**src/rtl/tanh_simd_feeder_if.sv**
```systemverilog
// Scalar sample stream into the tanh SIMD feeder.
// Ports (signals):
//   s_data  : Q5.11 signed sample
//   s_valid : s_data/s_last valid
//   s_last  : final sample of its packet
//   s_ready : feeder can accept a sample this cycle
// Modports:
//   master : sample source (drives data/valid/last, observes ready)
//   slave  : feeder side (observes data/valid/last, drives ready)
interface tanh_simd_feeder_if #(
  parameter int DATA_W = 16
);
  logic [DATA_W-1:0] s_data;
  logic              s_valid;
  logic              s_last;
  logic              s_ready;

  modport master (
    output s_data,
    output s_valid,
    output s_last,
    input  s_ready
  );

  modport slave (
    input  s_data,
    input  s_valid,
    input  s_last,
    output s_ready
  );
endinterface

```
**src/rtl/tanh_simd_feeder.sv**
```systemverilog
// Upstream feeder for the 2-lane tanh pipeline.
// Buffers a scalar Q5.11 sample stream in a small FIFO and issues pairs of
// consecutive samples on x0_out/x1_out with a one-cycle valid_out strobe.
// A packet's last sample is never split from its packet: an odd tail is
// issued alone with lane_mask = 2'b01 and x1_out = 0.
// Ports:
//   clk, rst    : clock, synchronous active-high reset
//   samples     : slave side of the scalar sample stream
//   x0_out      : lane 0 sample (to pipeline x0_in)
//   x1_out      : lane 1 sample (to pipeline x1_in)
//   valid_out   : pair valid, one cycle per issued pair
//   lane_mask   : 2'b11 full pair, 2'b01 single
//   last_out    : issued pair holds the packet's last sample
//   fifo_count  : current FIFO occupancy
module tanh_simd_feeder #(
  parameter int DATA_W     = 16,
  parameter int FIFO_DEPTH = 8
) (
  input  logic                          clk,
  input  logic                          rst,
  tanh_simd_feeder_if.slave             samples,
  output logic [DATA_W-1:0]             x0_out,
  output logic [DATA_W-1:0]             x1_out,
  output logic                          valid_out,
  output logic [1:0]                    lane_mask,
  output logic                          last_out,
  output logic [$clog2(FIFO_DEPTH):0]   fifo_count
);

  localparam int AW = $clog2(FIFO_DEPTH);
  localparam int CW = AW + 1;

  // FIFO storage: one data word and one last flag per entry.
  logic [DATA_W-1:0] mem_data [FIFO_DEPTH];
  logic              mem_last [FIFO_DEPTH];

  logic [AW-1:0] rd_ptr_reg;
  logic [AW-1:0] wr_ptr_reg;
  logic [CW-1:0] count_reg;

  logic [AW-1:0] rd_ptr_next_entry;
  logic          push;
  logic          issue_pair;
  logic          issue_single;
  logic [1:0]    pop_cnt;

  // Ready looks only at the registered count; a same-cycle pop does not
  // free a slot until the following cycle.
  assign samples.s_ready = (count_reg < CW'(FIFO_DEPTH));
  assign push            = samples.s_valid && samples.s_ready;

  // Second entry behind the head; wraps naturally at the pointer width.
  assign rd_ptr_next_entry = rd_ptr_reg + AW'(1);

  // Issue decision from the FIFO state at cycle start. An entry pushed this
  // cycle is not yet counted, so it cannot be issued in the same cycle.
  always_comb begin
    issue_pair   = 1'b0;
    issue_single = 1'b0;
    pop_cnt      = 2'd0;
    if (count_reg != '0) begin
      if (mem_last[rd_ptr_reg]) begin
        issue_single = 1'b1;
        pop_cnt      = 2'd1;
      end else if (count_reg >= CW'(2)) begin
        issue_pair = 1'b1;
        pop_cnt    = 2'd2;
      end
    end
  end

  // Storage writes; contents need no reset since occupancy gates every read.
  always_ff @(posedge clk) begin
    if (push && !rst) begin
      mem_data[wr_ptr_reg] <= samples.s_data;
      mem_last[wr_ptr_reg] <= samples.s_last;
    end
  end

  // Pointers and occupancy.
  always_ff @(posedge clk) begin
    if (rst) begin
      rd_ptr_reg <= '0;
      wr_ptr_reg <= '0;
      count_reg  <= '0;
    end else begin
      if (push) begin
        wr_ptr_reg <= wr_ptr_reg + AW'(1);
      end
      rd_ptr_reg <= rd_ptr_reg + AW'(pop_cnt);
      count_reg  <= count_reg + CW'(push) - CW'(pop_cnt);
    end
  end

  // Registered issue outputs; lane data and flags hold while idle.
  always_ff @(posedge clk) begin
    if (rst) begin
      x0_out    <= '0;
      x1_out    <= '0;
      valid_out <= 1'b0;
      lane_mask <= 2'b00;
      last_out  <= 1'b0;
    end else begin
      valid_out <= issue_pair || issue_single;
      if (issue_pair) begin
        x0_out    <= mem_data[rd_ptr_reg];
        x1_out    <= mem_data[rd_ptr_next_entry];
        lane_mask <= 2'b11;
        last_out  <= mem_last[rd_ptr_next_entry];
      end else if (issue_single) begin
        x0_out    <= mem_data[rd_ptr_reg];
        x1_out    <= '0;
        lane_mask <= 2'b01;
        last_out  <= 1'b1;
      end
    end
  end

  assign fifo_count = count_reg;

endmodule

```
**src/flat_wrapper.sv**
```systemverilog
// flat-port wrapper written by rule: the top's interface ports become plain ports
module tanh_simd_feeder_flat 
#(
  parameter int DATA_W     = 16,
  parameter int FIFO_DEPTH = 8
)
  (clk, rst, x0_out, x1_out, valid_out, lane_mask, last_out, fifo_count, samples_s_data, samples_s_valid, samples_s_last, samples_s_ready);
  tanh_simd_feeder_if #(.DATA_W(DATA_W)) samples_i ();
  input  logic clk;
  input  logic rst;
  output logic [DATA_W-1:0] x0_out;
  output logic [DATA_W-1:0] x1_out;
  output logic valid_out;
  output logic [1:0] lane_mask;
  output logic last_out;
  output logic [$clog2(FIFO_DEPTH):0] fifo_count;
  input wire logic [$bits(samples_i.s_data)-1:0] samples_s_data;
  input wire logic [$bits(samples_i.s_valid)-1:0] samples_s_valid;
  input wire logic [$bits(samples_i.s_last)-1:0] samples_s_last;
  output wire logic [$bits(samples_i.s_ready)-1:0] samples_s_ready;
  assign samples_i.s_data = samples_s_data;
  assign samples_i.s_valid = samples_s_valid;
  assign samples_i.s_last = samples_s_last;
  assign samples_s_ready = samples_i.s_ready;
  tanh_simd_feeder #(.DATA_W(DATA_W), .FIFO_DEPTH(FIFO_DEPTH)) u_core (.clk(clk), .rst(rst), .samples(samples_i), .x0_out(x0_out), .x1_out(x1_out), .valid_out(valid_out), .lane_mask(lane_mask), .last_out(last_out), .fifo_count(fifo_count));
endmodule
```
**config.mk**
```make
export PLATFORM = sky130hd
export DESIGN_NAME = tanh_simd_feeder_flat
export DESIGN_NICKNAME = d
export VERILOG_FILES = /design/src/rtl/tanh_simd_feeder_if.sv /design/src/rtl/tanh_simd_feeder.sv /design/src/flat_wrapper.sv
export SDC_FILE = /design/constraint.sdc
export NUM_CORES = 1
export LEC_CHECK = 0
export CAP_MARGIN = 5
export CORE_ASPECT_RATIO = 1.4
export CORE_MARGIN = 3
export CORE_UTILIZATION = 59
export DETAILED_ROUTE_END_ITERATION = 10
export GPL_ROUTABILITY_DRIVEN = 0
export PLACE_DENSITY = 0.9
export SLEW_MARGIN = 5
export SYNTH_ARGS = -nofsm -noshare
export SYNTH_HDL_FRONTEND = slang
export SYNTH_SLANG_ARGS = --single-unit
```
**constraint.sdc**
```tcl
create_clock -name clk -period 4.9 [get_ports clk]
set_input_delay 1.225 -clock clk [delete_from_list [all_inputs] [get_ports clk]]
set_output_delay 1.225 -clock clk [all_outputs]
set_load 0.05 [all_outputs]
```
==> out/metrics.cfg, run 1 <==
[drt]
drc=0
wl_um=17400
drt_iter0_markers=352
ant_nets=0
num_vias=4569
wl_per_cell_um=24.0
dr.pass1.iters=5
vias_per_cell=6.31

[sta]
period_minus_slack_ps=3030
hold_viol=0
relSlewSlack_pct=32.9
setup_violations=0
period_share_pct=61.9
clock_skew_ps=6.65
slew_violations=0
fmax_mhz=330
setup_tns_ps=0
worst_pin_slew_ps=1010
rsz0062_at_grt=no

[logic_synthesis]
ys.flop_type=edfxtp_1
synth_top_cell_area_share_pct=49.9
synth_warnings=0
synth_seq_cells=182
syn_avg_cell_area_um2=17.5
yosys-top-cells-area=edfxtp_1 (50%), mux4_2 (17%), dfxtp_1 (11%)
ys_types=43
yosysSeqAreaShare_pct=61.1
synth_area_um2=8190
synth_top_cell_by_area=edfxtp_1
syn_inst=468
syn_nets=499
synth_edf_count=136
synthArstFlopShare_pct=0

[critical_path]
critPathKind=reg2reg
reg2reg_slack_ps=1870
start_kind=register
crit_fanout=36
cp.required_ps=5190
crit_path_start=u_core.rd_ptr_reg[0]$_SDFF_PP0_
cp-endpoint=u_core.fifo_count[3]$_SDFF_PP0_
r2r_end=u_core.fifo_count[3]$_SDFF_PP0_
worst-endpoint-arrival_ps=3320
r2r_cells=10
worstSetupEndpointType=register
r2r_start=u_core.rd_ptr_reg[0]$_SDFF_PP0_

[die]
start_util_pct=60.6
rows=50
die_area_um2=15400
coreArea_um2=13500
die_x_um=106
die_y_um=145
io_pins=61

[clock_network]
cts_setup_buffers=0
cts_num_sinks=182
insertion_delay_ps=420
numCtsBuffers=17
clk_pin_slew_ps=70
cts_buffer_depth=2
clockRootBuffer=clkbuf_16
h-tree-depth=4
ctsHoldBuffers=0
cts_tree=yes
ctsResizeCount=0

[finish]
max_flop_register=u_core.mem_data
n_fill_cell=844
fin_area_um2=9570
nets=560
drive_above_1_share_pct=24.9
largest_reg_flops=128
multiInputGateArea_um2=2940
synthToLayoutAreaGrowth_pct=16.8
diodes=0
top_regs=u_core.mem_data x128, u_core.x0_out x16, u_core.x1_out x16
ff_latch_area_um2=5010

[worst_hold_path]
holdCritPathClass=reg2reg

[global_route]
antenna_found_initial=0
grt_max_degree=54
track_usage_pct=23.9
overflow=0
grt_pass1_wl_um=27200
grt_pass1_vias=4786

[placed_design]
place_area_um2=8960
portBuffers=60
post-dp-hpwl_um=10600

[power_and_ir_drop]
p_leak_nw=3.11
ir_drop_mv=0.331
pwr_density_cell_nw_per_um2=618

[flow_run]
maxCapViolations=0

[status]
status=completed

[worst max-delay path, cell delays in order, from the launching register on]
cell	delay, ps
dfxtp_4	730
mux2i_1	300
nand3b_2	170
a31oi_1	470
inv_1	90
ha_1	330
ha_1	280
a21o_1	170
a21oi_1	170
xnor2_1	130
nor2_1	50
[how the worst min path moves through the flow]
stage                                        endpoint  cells past startpoint                              start
floorplan           u_core.wr_ptr_reg[0]$_SDFFE_PP0P_                      2  u_core.wr_ptr_reg[0]$_SDFFE_PP0P_
global placement     u_core.lane_mask[0]$_SDFFE_PP0P_                      2   u_core.lane_mask[0]$_SDFFE_PP0P_
detailed placement   u_core.lane_mask[0]$_SDFFE_PP0P_                      2   u_core.lane_mask[0]$_SDFFE_PP0P_
CTS                  u_core.lane_mask[0]$_SDFFE_PP0P_                      2   u_core.lane_mask[0]$_SDFFE_PP0P_
global route         u_core.lane_mask[0]$_SDFFE_PP0P_                      2   u_core.lane_mask[0]$_SDFFE_PP0P_
finish               u_core.lane_mask[0]$_SDFFE_PP0P_                      2   u_core.lane_mask[0]$_SDFFE_PP0P_
[cell type report]
type	count	share of cell area (%)
Clock buffer	18	4.49
Clock inverter	14	1.81
Inverter	24	0.942
Multi-Input combinational cell	231	30.8
Sequential cell	182	52.4
Tap cell	182	2.38
Timing Repair Buffer	73	7.25
[where the power goes]
group	internal, W	leakage (nW)	switching [W]
sequential	0.00185	1.61	0.000175
combinational	0.00113	1.21	0.00138
clock	0.000807	0.293	0.000571
[per-stage QoR]
step / cells / power [W] / hold slack (ps) / setup slack, ps / utilization (%)
floorplan: 468 / 0.00394 / 476 / 905 / -
global placement: 692 / 0.00447 / 433 / 1720 / 66.3
global route: 724 / 0.00619 / 483 / 1580 / 70.8
detailed placement: 692 / 0.00456 / 438 / 1620 / 66.3
CTS: 724 / 0.00595 / 449 / 1820 / 70.8
finish: 724 / 0.00591 / 444 / 1870 / 70.8
[cells in the mapped netlist, drive strengths merged, types with 4 or more instances]
cell	instances
inv	24
o32ai	16
edfxtp	136
ha	9
buf	21
nor2b	23
dfxtp	46
mux4	66
nor2	29
mux2	16
clkbuf	10
mux2i	38
nand2	4
[layer usage]
layer	wire, um	track usage [%]
met4	295	8.10
met3	1060	5.10
met2	9490	41.2
met1	6530	30.1
met5	0	0
[cell usage in the layout (no fill, tap or decap), types with 4 or more instances in the layout]
cell             netlist  layout
ha_1                   9       8
buf_4                  1      13
clkdlybuf4s50_1        0      59
edfxtp_1             136     136
nor2b_1               23      23
nor2_1                29      29
clkinv_4               0       4
mux2i_1               37      37
clkbuf_16              0      17
mux2_2                 9       9
dfxtp_1               46      45
inv_1                 24      24
o32ai_1               16      16
mux4_2                63      63
nand2_1                4       4
mux2_4                 7       7
[cells by family (layout without fill, tap and decap cells)]
family | after synthesis | count (layout) | share of synthesized area, %
compound gates | 27 | 27 | 3.18
xor+xnor | 5 | 5 | 0.626
fa+ha+maj | 11 | 11 | 1.86
buf+inv | 55 | 129 | 3.44
flops | 182 | 182 | 61.1
mux | 120 | 120 | 25.5
simple gates | 68 | 68 | 4.31
Note: power is estimated with default switching activity, not from simulation.
==> run 2: changes to the inputs <==
- CORE_UTILIZATION: 59 -> 53
- PLACE_DENSITY: 0.9 -> 0.86
- clock period: 4.9 -> 2.58 ns (I/O delays scaled with it)
==> run 2 against run 1 <==
  * First-iteration DRC count is 1.4% higher
  * Count of clock-buffer cells in the layout stayed put
  * Critical endpoint is now u_core.fifo_count[1]$_SDFF_PP0_
  * Combinational power is 110% higher
  * Largest power group unchanged
  * Sequential power is 85% higher
  * Clock skew is 9.1 ps higher
==> out/metrics.cfg, run 2 (synthesized netlist as in run 1, its figures left out) <==
[flow_run]
maxCapViolations=0  ; unchanged

[die]
rows=53  ; +6.0%
coreArea_um2=15100  ; +11%
io_pins=61  ; unchanged
die_area_um2=17000  ; +11%
start_util_pct=54.4  ; -6.2 points
die_y_um=153  ; +5.3%
die_x_um=111  ; +5.2%

[status]
status=completed

[critical_path]
critPathKind=reg2reg
cpPeakStageDelay_ps=560  ; -170 ps
path_cells=mux2i_4 > a22oi_4 > and3_1 > and2_1 > ha_1 > inv_1 > ha_1 > fa_2 > nor2b_1
crit_fanout=6  ; -83%
worstSetupEndpointType=register
cp.buffers_inverters=1  ; unchanged
critPathTopFamily=adder cells
cp_common_cell=ha_1
r2r_start=u_core.rd_ptr_reg[0]$_SDFF_PP0_
cp.required_ps=2940  ; -2250 ps
crit_path_start=u_core.rd_ptr_reg[0]$_SDFF_PP0_
start_kind=register
slowest_stage=fa_2
worst-endpoint-arrival_ps=2800  ; -520 ps

[drt]
wl_um=17700  ; +1.9%
ant_nets=0  ; unchanged
dr.pass1.iters=7  ; +2
routed.top_layer=met4
wl_met1_um=6720  ; +2.9%
vias_per_cell=6.23  ; -1.3%
drt_iter0_markers=357  ; +1.4%
wl_met3_um=1310  ; +23%
wl_per_cell_um=23.6  ; -1.5%
routed-wl-met2_um=9120  ; -3.9%
num_vias=4666  ; +2.1%
drc=0  ; unchanged

[placed_design]
portBuffers=60  ; unchanged
post-dp-hpwl_um=11000  ; +4.4%

[finish]
diodes=0  ; unchanged
layout_common_cells=edfxtp_1 (136), mux4_2 (63), clkdlybuf4s50_1 (59)
max_flop_register=u_core.mem_data
synthToLayoutAreaGrowth_pct=21.0
nets=575  ; +2.7%
drive_above_1_share_pct=28.7  ; +3.8 points
largest_reg_flops=128  ; unchanged
final_common_cell=edfxtp_1
n_fill_cell=955  ; +13%
top_regs=u_core.mem_data x128, u_core.x0_out x16, u_core.x1_out x16

[sta]
period_minus_slack_ps=2450  ; -587 ps
fin_hold_ws_ps=448  ; +3.54 ps
rsz0062_at_grt=no
period_share_pct=94.8  ; +33 points
worst_pin_slew_ps=956  ; -49.0 ps
fmax_mhz=409  ; +24%
clock_skew_ps=15.8  ; +9.14 ps
hold_viol=0  ; unchanged
slew_violations=0  ; unchanged
setup_violations=0  ; unchanged
relSlewSlack_pct=36.2  ; +3.4 points

[clock_network]
ctsHoldBuffers=0  ; unchanged
numCtsBuffers=17  ; unchanged
insertion_delay_ps=430  ; about the same
cts_buffer_depth=2  ; unchanged
cts_tree=yes
clockRootBuffer=clkbuf_16
clk_pin_slew_ps=70  ; about the same
h-tree-depth=4  ; unchanged
cts_num_sinks=182  ; unchanged

[power_and_ir_drop]
ir_drop_mv=0.863  ; +160%
p_leak_nw=3.22  ; +3.5%
pwr_density_cell_nw_per_um2=1160  ; +87%
fin_total_pwr_w=0.0115  ; +94%

[global_route]
grt_max_degree=68  ; +26%
overflow=0  ; unchanged
antenna_found_initial=0  ; unchanged
track_usage_pct=21.6  ; -2.3 points
grt_pass1_vias=4975  ; +3.9%
grt_pass1_wl_um=27900  ; +2.6%

[worst_hold_path]
holdCritPathClass=reg2reg
min_from=u_core.lane_mask[0]$_SDFFE_PP0P_

-- run 2: cell types whose count changed in the layout (fill, tap and decap cells not counted), sizes merged --
cell    change
buf        +15
bufinv      -3
clkinv      -1
inv         +4
-- run 2: final timing paths --
check / to / slack, ps / depth (start not counted)
hold reg to reg: u_core.lane_mask[0]$_SDFFE_PP0P_ / 450 / 2
setup / recovery: u_core.fifo_count[1]$_SDFF_PP0_ / 130 / 9
hold / removal: u_core.lane_mask[0]$_SDFFE_PP0P_ / 450 / 2
setup reg to reg: u_core.fifo_count[1]$_SDFF_PP0_ / 130 / 9
-- run 2: timing repair --
action | 4_1_cts | 5_1_grt
endpoints found under the setup margin | 0 | 3
setup buffers | 0 | 0
resized for setup | 0 | 4
-- run 2: layout make-up --
class | count | area [um2] | share of cell area, %
Sequential cell | 182 | 5010 | 50.6
Multi-Input combinational cell | 231 | 3030 | 30.6
Timing Repair Buffer | 88 | 951 | 9.59
Clock buffer | 18 | 429 | 4.33
Tap cell | 192 | 240 | 2.42
Clock inverter | 14 | 156 | 1.58
Inverter | 24 | 93.8 | 0.947
-- run 2: worst reg2reg max path, cell delays in order (launching register included) --
cell and delay [ps]:
dfxtp_4 430, mux2i_4 280, a22oi_4 100, and3_1 200, and2_1 160, ha_1 270, inv_1 40, ha_1 220
fa_2 560, nor2b_1 110
-- run 2: report_power, final --
| group | switching [W] | internal (W) |
|---|---|---|
| logic | 0.00282 | 0.00240 |
| registers | 0.000233 | 0.00351 |
| clock network | 0.00120 | 0.00130 |
-- run 2: metal layers --
layer / vias to the layer above / global-route usage [%]
met4: 0 / 10.4
met2: 236 / 36.3
li1: 2007 / -
met1: 2372 / 26.4
met3: 51 / 5.19
met5: - / 0
-- run 2: metrics by stage --
stage                     std cells  TNS, ps  area, um2  worst slack (ps)  utilization [%]
after floorplan                 468    -33.5       8270             -1.97                -
after global routing            749        0       9910              5.74             65.8
final                           749        0       9910               134             65.8
after detailed placement        717        0       9300              89.5             61.8
after CTS                       749        0       9890              70.7             65.7
after global placement          717        0       9300               190             61.8
==> run 3: changes to the inputs <==
- CTS_BUF_LIST: not set -> sky130_fd_sc_hd__clkbuf_16
==> run 3 against run 2 <==
  * Global-route usage stayed put
  * Flip-flop and latch count stayed put
  * Clock power hardly changed
  * Setup slack worse by 7.9 ps
  * Register-to-register slack hardly changed
  * Sequential power hardly changed
  * Die area stayed put
  * Utilization stayed put
  * Largest cell class unchanged
==> out/metrics.cfg, run 3 (synthesized netlist as in run 1, its figures left out) <==
[critical_path]
start_kind=register
worstSetupEndpointType=register
worst-endpoint-arrival_ps=2710  ; -90 ps
reg2reg_slack_ps=130  ; about the same
r2r_end=u_core.x1_out[15]$_SDFFE_PP0P_
cp.required_ps=2830  ; -110 ps
r2r_start=u_core.rd_ptr_reg[0]$_SDFF_PP0_
r2r_cells=6  ; -3
critPathKind=reg2reg
crit_path_start=u_core.rd_ptr_reg[0]$_SDFF_PP0_
crit_fanout=67  ; +61
cp-endpoint=u_core.x1_out[15]$_SDFFE_PP0P_

[die]
io_pins=61  ; unchanged
rows=53  ; unchanged
start_util_pct=54.4  ; unchanged
die_x_um=111  ; unchanged
die_area_um2=17000  ; unchanged
die_y_um=153  ; unchanged
coreArea_um2=15100  ; unchanged

[clock_network]
clk_pin_slew_ps=70  ; about the same
cts_tree=yes
insertion_delay_ps=430  ; about the same
cts_num_sinks=182  ; unchanged
ctsHoldBuffers=0  ; unchanged
clockRootBuffer=clkbuf_16
ctsResizeCount=0  ; unchanged
cts_setup_buffers=0  ; unchanged
cts_buffer_depth=2  ; unchanged
h-tree-depth=4  ; unchanged
numCtsBuffers=17  ; unchanged

[drt]
vias_per_cell=6.23  ; about the same
ant_nets=0  ; unchanged
drt_iter0_markers=362  ; +1.4%
drc=0  ; unchanged
wl_per_cell_um=23.6  ; -0.16%
num_vias=4665  ; -0.021%
wl_um=17700  ; -0.16%
dr.pass1.iters=5  ; -2

[finish]
final_common_cell=edfxtp_1
layout_common_cells=edfxtp_1 (136), mux4_2 (63), clkdlybuf4s50_1 (59)
instances_no_fill=749  ; unchanged
nets=575  ; unchanged
max_flop_register=u_core.mem_data
n_fill_cell=955  ; unchanged
diodes=0  ; unchanged
top_regs=u_core.mem_data x128, u_core.x0_out x16, u_core.x1_out x16
synthToLayoutAreaGrowth_pct=21.0  ; unchanged
largest_reg_flops=128  ; unchanged
drive_above_1_share_pct=28.7  ; unchanged

[placed_design]
dp.cells=717  ; unchanged
portBuffers=60  ; unchanged
dp_slack_ps=89.5  ; unchanged
post-dp-hpwl_um=11000  ; unchanged

[global_route]
grt_util_met2_pct=36.3  ; unchanged
grt_use_met1_pct=26.4  ; unchanged
grt_pass1_vias=4975  ; unchanged
overflow=0  ; unchanged
met3_usage_pct=5.19  ; unchanged
track_usage_pct=21.6  ; unchanged
top_usage_layer=met2
grt_pass1_wl_um=27900  ; unchanged
grt_max_degree=68  ; unchanged
antenna_found_initial=0  ; unchanged

[worst_hold_path]
holdCritPathClass=reg2reg

[sta]
clock_skew_ps=14.4  ; -1.36 ps
slew_violations=0  ; unchanged
relSlewSlack_pct=35.9  ; -0.29 points
worst_pin_slew_ps=961  ; +4.35 ps
fin_hold_ws_ps=448  ; -0.00200 ps
period_minus_slack_ps=2450  ; +7.94 ps
hold_viol=0  ; unchanged
period_share_pct=95.1  ; +0.31 points
setup_violations=0  ; unchanged
worst_slack_ps=126  ; -7.94 ps
setup_tns_ps=0  ; unchanged
fmax_mhz=407  ; -0.32%
rsz0062_at_grt=no

[status]
status=completed

[power_and_ir_drop]
p_leak_nw=3.23  ; +0.13%
ir_drop_mv=0.862  ; about the same
pwr_density_cell_nw_per_um2=1160  ; about the same
fin_total_pwr_w=0.0114  ; about the same

[flow_run]
maxCapViolations=0  ; unchanged

run 3: report_power, final:
part           internal [W]  leakage (nW)  switching (W)
logic               0.00240          1.33        0.00282
registers           0.00351          1.61       0.000233
clock network       0.00130         0.291        0.00119
run 3: worst min path at each step:
stage	from	endpoint	slack [ps]	cells past startpoint
2_1_floorplan	u_core.wr_ptr_reg[0]$_SDFFE_PP0P_	u_core.wr_ptr_reg[0]$_SDFFE_PP0P_	480	2
3_3_place_gp	u_core.lane_mask[0]$_SDFFE_PP0P_	u_core.lane_mask[0]$_SDFFE_PP0P_	430	2
3_5_place_dp	u_core.lane_mask[0]$_SDFFE_PP0P_	u_core.lane_mask[0]$_SDFFE_PP0P_	440	2
4_1_cts	u_core.lane_mask[0]$_SDFFE_PP0P_	u_core.lane_mask[0]$_SDFFE_PP0P_	450	2
5_1_grt	u_core.last_out$_SDFFE_PP0P_	u_core.last_out$_SDFFE_PP0P_	480	2
6_report	u_core.lane_mask[0]$_SDFFE_PP0P_	u_core.lane_mask[0]$_SDFFE_PP0P_	450	2
run 3: through the flow:
step | util, % | area [um2]
final | 65.8 | 9910
after global routing | 65.8 | 9910
after CTS | 65.7 | 9890
after detailed placement | 61.8 | 9300
after global placement | 61.8 | 9300
after floorplan | - | 8270
run 3: cell type report:
type                    instances  area (um2)  area share (%)
inverters                      24        93.8           0.947
repair buffers                 88         951            9.59
well taps                     192         240            2.42
clock buffers                  17         425            4.29
flip-flops and latches        182        5010            50.6
multi-input cells             231        3030            30.6
clock inverters                15         160            1.62
run 3: per-layer routing:
layer	routed length, um	vias up
met1	6720	2366
met3	1290	52
met2	9100	239
met5	0	-
met4	570	0
li1	-	2008
run 3: worst max-delay path, cell delays in order (launching register included):
cell,delay [ps]
dfxtp_4,440
buf_16,330
ha_2,350
buf_12,190
mux4_2,530
mux2i_1,220
o32ai_1,120
